**src/rtl/imm_gen_pkg.sv**
```systemverilog
// Shared types for the pipelined immediate generator: format encodings,
// instruction width and the stage-1 payload.
package imm_gen_pkg;

  localparam int INSTR_W = 32;

  typedef enum logic [2:0] {
    FMT_I = 3'd0,
    FMT_S = 3'd1,
    FMT_B = 3'd2,
    FMT_U = 3'd3,
    FMT_J = 3'd4,
    FMT_Z = 3'd5
  } fmt_e;

  // raw is already sign-extended to 32 bits for signed formats; the final
  // widening to XLEN happens in stage 2.
  typedef struct packed {
    logic [INSTR_W-1:0] raw;
    logic               zext;
    logic               neg;
    logic               illegal;
  } s1_payload_t;

endpackage

```
**src/rtl/imm_gen_pipe_extract.sv**
```systemverilog
// imm_extract: combinational field extraction for every RISC-V base
// immediate format plus the CSR zimm; codes 6-7 flag an illegal request.
module imm_extract
  import imm_gen_pkg::*;
(
  input  logic [INSTR_W-1:0] instr,
  input  logic [2:0]         fmt,
  output logic [INSTR_W-1:0] raw,
  output logic               zext,
  output logic               illegal
);

  logic w_s;
  logic w_unused_opcode;

  assign w_s             = instr[31];
  assign w_unused_opcode = ^instr[6:0];

  always_comb begin
    raw     = '0;
    zext    = 1'b0;
    illegal = 1'b0;
    case (fmt)
      FMT_I: raw = {{20{w_s}}, instr[31:20]};
      FMT_S: raw = {{20{w_s}}, instr[31:25], instr[11:7]};
      FMT_B: raw = {{19{w_s}}, instr[31], instr[7], instr[30:25], instr[11:8], 1'b0};
      FMT_U: raw = {instr[31:12], 12'b0};
      FMT_J: raw = {{11{w_s}}, instr[31], instr[19:12], instr[20], instr[30:21], 1'b0};
      FMT_Z: begin
        raw  = {27'b0, instr[19:15]};
        zext = 1'b1;
      end
      default: begin
        illegal = 1'b1;
        zext    = 1'b1;
      end
    endcase
  end

endmodule

```
**src/rtl/imm_gen_pipe.sv**
```systemverilog
// imm_gen_pipe: two-stage immediate generator with valid/ready on both sides
// and a saturating illegal-format counter. Optional negation: IMM_NEG_EN.
module imm_gen_pipe
  import imm_gen_pkg::*;
#(
  parameter int XLEN  = 32,
  parameter int CNT_W = 8
) (
  input  logic               clk,
  input  logic               rst_n,
  input  logic               in_valid,
  output logic               in_ready,
  input  logic [INSTR_W-1:0] instr,
  input  logic [2:0]         fmt,
  input  logic               neg,
  output logic               out_valid,
  input  logic               out_ready,
  output logic [XLEN-1:0]    imm,
  output logic               err,
  output logic [CNT_W-1:0]   err_cnt
);

  logic               w_s2_adv;
  logic               w_s1_adv;
  logic               w_accept;
  logic [INSTR_W-1:0] w_raw;
  logic               w_zext;
  logic               w_illegal;
  logic [XLEN-1:0]    w_ext;
  logic [XLEN-1:0]    w_imm;

  s1_payload_t        r_s1;
  logic               r_s1_v;
  logic               r_s2_v;
  logic [XLEN-1:0]    r_imm;
  logic               r_err;
  logic [CNT_W-1:0]   r_err_cnt;

  imm_extract u_extract (
    .instr   (instr),
    .fmt     (fmt),
    .raw     (w_raw),
    .zext    (w_zext),
    .illegal (w_illegal)
  );

  // in_ready sees out_ready combinationally so a full pipe can still take a
  // new request on the edge where the consumer drains it.
  assign w_s2_adv = !r_s2_v || out_ready;
  assign w_s1_adv = !r_s1_v || w_s2_adv;
  assign w_accept = in_valid && w_s1_adv;
  assign in_ready = w_s1_adv;

  always_ff @(posedge clk or negedge rst_n) begin
    if (!rst_n) begin
      r_s1_v <= 1'b0;
      r_s1   <= '0;
    end else if (w_s1_adv) begin
      r_s1_v <= in_valid;
      if (in_valid) begin
        r_s1.raw     <= w_raw;
        r_s1.zext    <= w_zext;
        r_s1.neg     <= neg;
        r_s1.illegal <= w_illegal;
      end
    end
  end

  always_comb begin
    w_ext = '0;
    if (!r_s1.illegal) begin
      if (r_s1.zext) w_ext = XLEN'(r_s1.raw);
      else           w_ext = XLEN'($signed(r_s1.raw));
    end
  end

`ifdef IMM_NEG_EN
  assign w_imm = (r_s1.neg && !r_s1.illegal) ? (~w_ext + XLEN'(1)) : w_ext;
`else
  logic w_unused_neg;
  assign w_unused_neg = r_s1.neg;
  assign w_imm        = w_ext;
`endif

  always_ff @(posedge clk or negedge rst_n) begin
    if (!rst_n) begin
      r_s2_v <= 1'b0;
      r_imm  <= '0;
      r_err  <= 1'b0;
    end else if (w_s2_adv) begin
      r_s2_v <= r_s1_v;
      if (r_s1_v) begin
        r_imm <= w_imm;
        r_err <= r_s1.illegal;
      end
    end
  end

  always_ff @(posedge clk or negedge rst_n) begin
    if (!rst_n) begin
      r_err_cnt <= '0;
    end else if (w_accept && w_illegal && (r_err_cnt != {CNT_W{1'b1}})) begin
      r_err_cnt <= r_err_cnt + CNT_W'(1);
    end
  end

  assign out_valid = r_s2_v;
  assign imm       = r_imm;
  assign err       = r_err;
  assign err_cnt   = r_err_cnt;

endmodule

```
**config.mk**
```make
export PLATFORM = sky130hd
export DESIGN_NAME = imm_gen_pipe
export DESIGN_NICKNAME = d
export VERILOG_FILES = /design/src/rtl/imm_gen_pkg.sv /design/src/rtl/imm_gen_pipe_extract.sv /design/src/rtl/imm_gen_pipe.sv
export SDC_FILE = /design/constraint.sdc
export NUM_CORES = 1
export LEC_CHECK = 0
export CAP_MARGIN = 25
export CORE_MARGIN = 10
export CORE_UTILIZATION = 40
export DETAILED_ROUTE_END_ITERATION = 12
export GPL_TIMING_DRIVEN = 0
export PLACE_DENSITY_LB_ADDON = 0.3
export SYNTH_ARGS = -nofsm -noshare
export SYNTH_HDL_FRONTEND = slang
export SYNTH_SLANG_ARGS = --single-unit
```
**constraint.sdc**
```tcl
create_clock -name clk -period 2.5 [get_ports clk]
set_input_delay 0.5 -clock clk [delete_from_list [all_inputs] [get_ports clk]]
set_output_delay 0.5 -clock clk [all_outputs]
set_load 0.1 [all_outputs]
```
==> impl_results.html <==
<table>
<tr><th>Metric</th><th>Value</th></tr>
<tr><th colspan="2">GRT</th></tr>
<tr><td>Vias in the first global route</td><td>3095</td></tr>
<tr><td>Number of antenna violations at the first check in global routing</td><td>0</td></tr>
<tr><td>First-pass GRT wire length</td><td>15.8 mm</td></tr>
<tr><td>Global router's overall resource usage</td><td>0.148</td></tr>
<tr><td>Total grt overflow</td><td>0</td></tr>
<tr><td>Largest net degree at the start of global routing</td><td>62</td></tr>
<tr><th colspan="2">Finish</th></tr>
<tr><td>Layout Utilization</td><td>0.540</td></tr>
<tr><td>Fin nets</td><td>498</td></tr>
<tr><td>Count of antenna diodes in the layout</td><td>0</td></tr>
<tr><td>Fraction of layout instances using a drive strength above 1</td><td>0.106</td></tr>
<tr><td>Number of non-filler instances in the completed layout</td><td>570</td></tr>
<tr><td>Growth of design area from synthesis to finish</td><td>32.1%</td></tr>
<tr><th colspan="2">Placement</th></tr>
<tr><td>Total placed cells including tap cells</td><td>553</td></tr>
<tr><td>Global placement routability congestion</td><td>0.827</td></tr>
<tr><td>Port Buffers</td><td>73</td></tr>
<tr><td>HPWL after DPL</td><td>7.07 mm</td></tr>
<tr><td>Setup slack after placement</td><td>-362 ps</td></tr>
<tr><th colspan="2">Flow run</th></tr>
<tr><td>Max-cap violation count</td><td>0</td></tr>
<tr><th colspan="2">Die</th></tr>
<tr><td>Die extent in y</td><td>114 um</td></tr>
<tr><td>Effective utilization at floorplan</td><td>0.409</td></tr>
<tr><td>Die Area</td><td>13100 um^2</td></tr>
<tr><td>Die Width</td><td>114 um</td></tr>
<tr><td>Core area</td><td>8720 um^2</td></tr>
<tr><td>Ports</td><td>83</td></tr>
<tr><td>Site row count</td><td>34</td></tr>
<tr><th colspan="2">STA</th></tr>
<tr><td>Maximum operating frequency</td><td>408 MHz</td></tr>
<tr><td>Fin. max-slew vios</td><td>0</td></tr>
<tr><td>Unrepaired setup endpoints after global routing</td><td>no</td></tr>
<tr><td>Final number of setup-violating endpoints</td><td>0</td></tr>
<tr><td>Total negative setup slack</td><td>0 ps</td></tr>
<tr><td>Portion of the clock cycle consumed by the worst path in the final layout</td><td>0.980</td></tr>
<tr><td>Final clock skew</td><td>12.2 ps</td></tr>
<tr><td>Worst slew slack as a fraction of its limit</td><td>0.335</td></tr>
<tr><td>Hold violation total from the final report</td><td>0</td></tr>
<tr><td>Post-layout worst setup margin</td><td>50.9 ps</td></tr>
<tr><td>Pin slew with the least headroom to its limit</td><td>995 ps</td></tr>
<tr><td>Period minus WS final</td><td>2450 ps</td></tr>
<tr><th colspan="2">Yosys</th></tr>
<tr><td>Post-synth EDFFs</td><td>0</td></tr>
<tr><td>Post-synthesis net count</td><td>412</td></tr>
<tr><td>Post-synth top cells</td><td>dfrtp_1, nand2_1, o21ai_0</td></tr>
<tr><td>Leading cell type by number of instances after synthesis</td><td>dfrtp_1</td></tr>
<tr><td>Top cells by area in the synthesized netlist</td><td>dfrtp_1, o21ai_0, nand2_1, nand2b_1, a21oi_1</td></tr>
<tr><td>Library cell with the largest summed area after synthesis</td><td>dfrtp_1</td></tr>
<tr><td>Post-Syn Area</td><td>3570 um^2</td></tr>
<tr><td>Synthesized instance count</td><td>371</td></tr>
<tr><td>Leading register cell type out of synthesis</td><td>dfrtp_1</td></tr>
<tr><td>Average instance area after synthesis</td><td>9.61 um^2</td></tr>
<tr><td>Synth top area share</td><td>0.533</td></tr>
<tr><td>Netlist cell types</td><td>38</td></tr>
<tr><td>Number of warnings issued by yosys</td><td>0</td></tr>
<tr><td>Share of synthesized area occupied by flip-flops and latches</td><td>0.533</td></tr>
<tr><td>Post-synthesis sequential element count</td><td>76</td></tr>
<tr><td>Proportion of register bits with asynchronous set or reset after synthesis</td><td>1.00</td></tr>
<tr><th colspan="2">Setup path</th></tr>
<tr><td>Highest cell delay on the worst timing path</td><td>1170 ps</td></tr>
<tr><td>Worst EP arrival</td><td>1950 ps</td></tr>
<tr><td>Family of cells with the greatest summed delay on the critical path</td><td>buffers and inverters</td></tr>
<tr><td>Endpoint class of the critical path</td><td>primary output</td></tr>
<tr><td>Critical path buffers and inverters</td><td>1</td></tr>
<tr><td>Largest fanout of any net on the critical path</td><td>5</td></tr>
<tr><td>Type of the worst setup path</td><td>flop to primary output</td></tr>
<tr><td>Required time reported for the critical path endpoint</td><td>2000 ps</td></tr>
<tr><td>Slowest cell on crit path</td><td>clkdlybuf4s50_1</td></tr>
<tr><td>Setup crit start kind</td><td>flop</td></tr>
<tr><td>Worst reg-to-reg setup slack</td><td>830 ps</td></tr>
<tr><td>Cell-by-cell listing of the critical path</td><td>clkdlybuf4s50_1</td></tr>
<tr><th colspan="2">Route</th></tr>
<tr><td>Starting DRC count in detailed routing</td><td>143</td></tr>
<tr><td>DRC viols</td><td>0</td></tr>
<tr><td>Wirelength, routed</td><td>9.29 mm</td></tr>
<tr><td>Number of optimization iterations in the first detailed-route pass</td><td>4</td></tr>
<tr><td>Total via count in the routed design</td><td>2971</td></tr>
<tr><td>DRT antenna net count</td><td>0</td></tr>
<tr><td>Routed vias/inst</td><td>5.21</td></tr>
<tr><td>Routed wire length per instance</td><td>16.3 um</td></tr>
<tr><th colspan="2">Clock tree</th></tr>
<tr><td>Clk sinks</td><td>76</td></tr>
<tr><td>Reg clk slew, reported paths</td><td>80 ps</td></tr>
<tr><td>Clock tree root buffer cell</td><td>clkbuf_8</td></tr>
<tr><td>Post CTS Setup Buffer Count</td><td>0</td></tr>
<tr><td>CTS tree</td><td>built</td></tr>
<tr><td>H-Tree Depth</td><td>3</td></tr>
<tr><td>TritonCTS buffer count</td><td>9</td></tr>
<tr><td>Clk Latency, worst-skew pair</td><td>360 ps</td></tr>
<tr><td>Maximum clock insertion buffer count</td><td>2</td></tr>
<tr><th colspan="2">Run status</th></tr>
<tr><td>Status</td><td>finished clean</td></tr>
<tr><th colspan="2">Pwr</th></tr>
<tr><td>Leakage</td><td>0.00200 uW</td></tr>
<tr><td>Post-layout power</td><td>4350 uW</td></tr>
<tr><td>Worst-case vdd ir drop</td><td>0.665 mV</td></tr>
<tr><td>Power per unit of standard cell area</td><td>924 nW/um^2</td></tr>
<tr><th colspan="2">Min path</th></tr>
<tr><td>Class of the tightest hold or removal check</td><td>flop to flop</td></tr>
</table>
## metal layers
layer / up-vias / track usage / share of wire
met3: 14 / 0.0320 / 0.059
met2: 73 / 0.235 / 0.48
met4: 0 / 0.0693 / 0.021
met1: 1442 / 0.187 / 0.45
li1: 1442 / - / -
met5: - / 0 / 0
## cell type report
| type | count | area [um^2] |
|---|---|---|
| sequential | 76 | 1900 |
| fill | 798 | 4010 |
| multi-input combinational | 266 | 1530 |
| clock buffer | 13 | 159 |
| inverter | 2 | 7.51 |
| tap | 108 | 135 |
| clock inverter | 3 | 68.8 |
| timing repair buffer | 75 | 772 |
| buffer | 27 | 139 |
## worst min-delay path: cells and delay by family (launching register included)
family	cells	cell delay [ps]
simple gates	1	40
compound gates	1	60
flops	1	350
## final timing paths
kind	start	cells after the start	endpoint
hold reg to reg	imm[26]	2	imm[26]
max in group asynchronous	rst_n	3	r_s1[5]
hold / removal	imm[26]	2	imm[26]
setup / recovery	err_cnt[0]	1	err_cnt[0]
min in group asynchronous	rst_n	2	imm[5]
setup reg to reg	err_cnt[0]	4	err_cnt[1]
## logic make-up after synthesis
group	count (synthesis)	share of synthesized area
and+or+nand+nor	150	0.220
AOI/OAI and AO/OA	102	0.166
DFF	76	0.533
buffers and inverters	29	0.0411
muxes	8	0.0239
xor gates and xnor gates	5	0.0123
adders and majority gates	1	0.00351
## placed cells by master, fill, tap and decap left out, drive strengths merged, types with 2 or more instances in the layout
cell           synthesis  layout
a211oi                 5       5
bufinv                 0       2
mux2                   4       4
buf                   17      19
a21oi                 19      19
nor3                   3       3
nand2b                37      37
nor2                  16      16
xnor2                  2       2
a311oi                 9       9
nand3b                 9       9
dfrtp                 76      76
dlymetal6s2s           0       2
inv                    2       2
nor3b                  5       5
clkbuf                10      23
o21ai                 59      59
nand2                 70      70
nand3                  4       4
a22o                   6       6
mux2i                  4       4
nand4                  2       2
xor2                   3       3
clkdlybuf4s50          0      69
## where the power goes
part	total (uW)	leakage, uW	switching, uW	internal (uW)
combinational	1710	0.000894	1290	427
sequential	1560	0.000991	140	1420
clock	1080	0.000114	457	620
## per-stage QoR
stage | hold WS (ps) | cell area [um^2]
6_report | 482 | 4710
3_3_place_gp | 466 | 4440
2_1_floorplan | 204 | 3570
4_1_cts | 488 | 4700
5_1_grt | 498 | 4710
3_5_place_dp | 379 | 4470
## state kept, by name, indices dropped and copies added (netlist names)
register   flops
imm           32
out_valid      1
r_s1          33
r_s1_v         1
err            1
err_cnt        8
## repair_timing
action	CTS	global route
setup endpoints to repair	1	2
hold buffers	1	0
hold endpoints to repair	15	0
gates resized for setup	3	2
gates cloned	0	0
(Power assumes the default switching activity.)
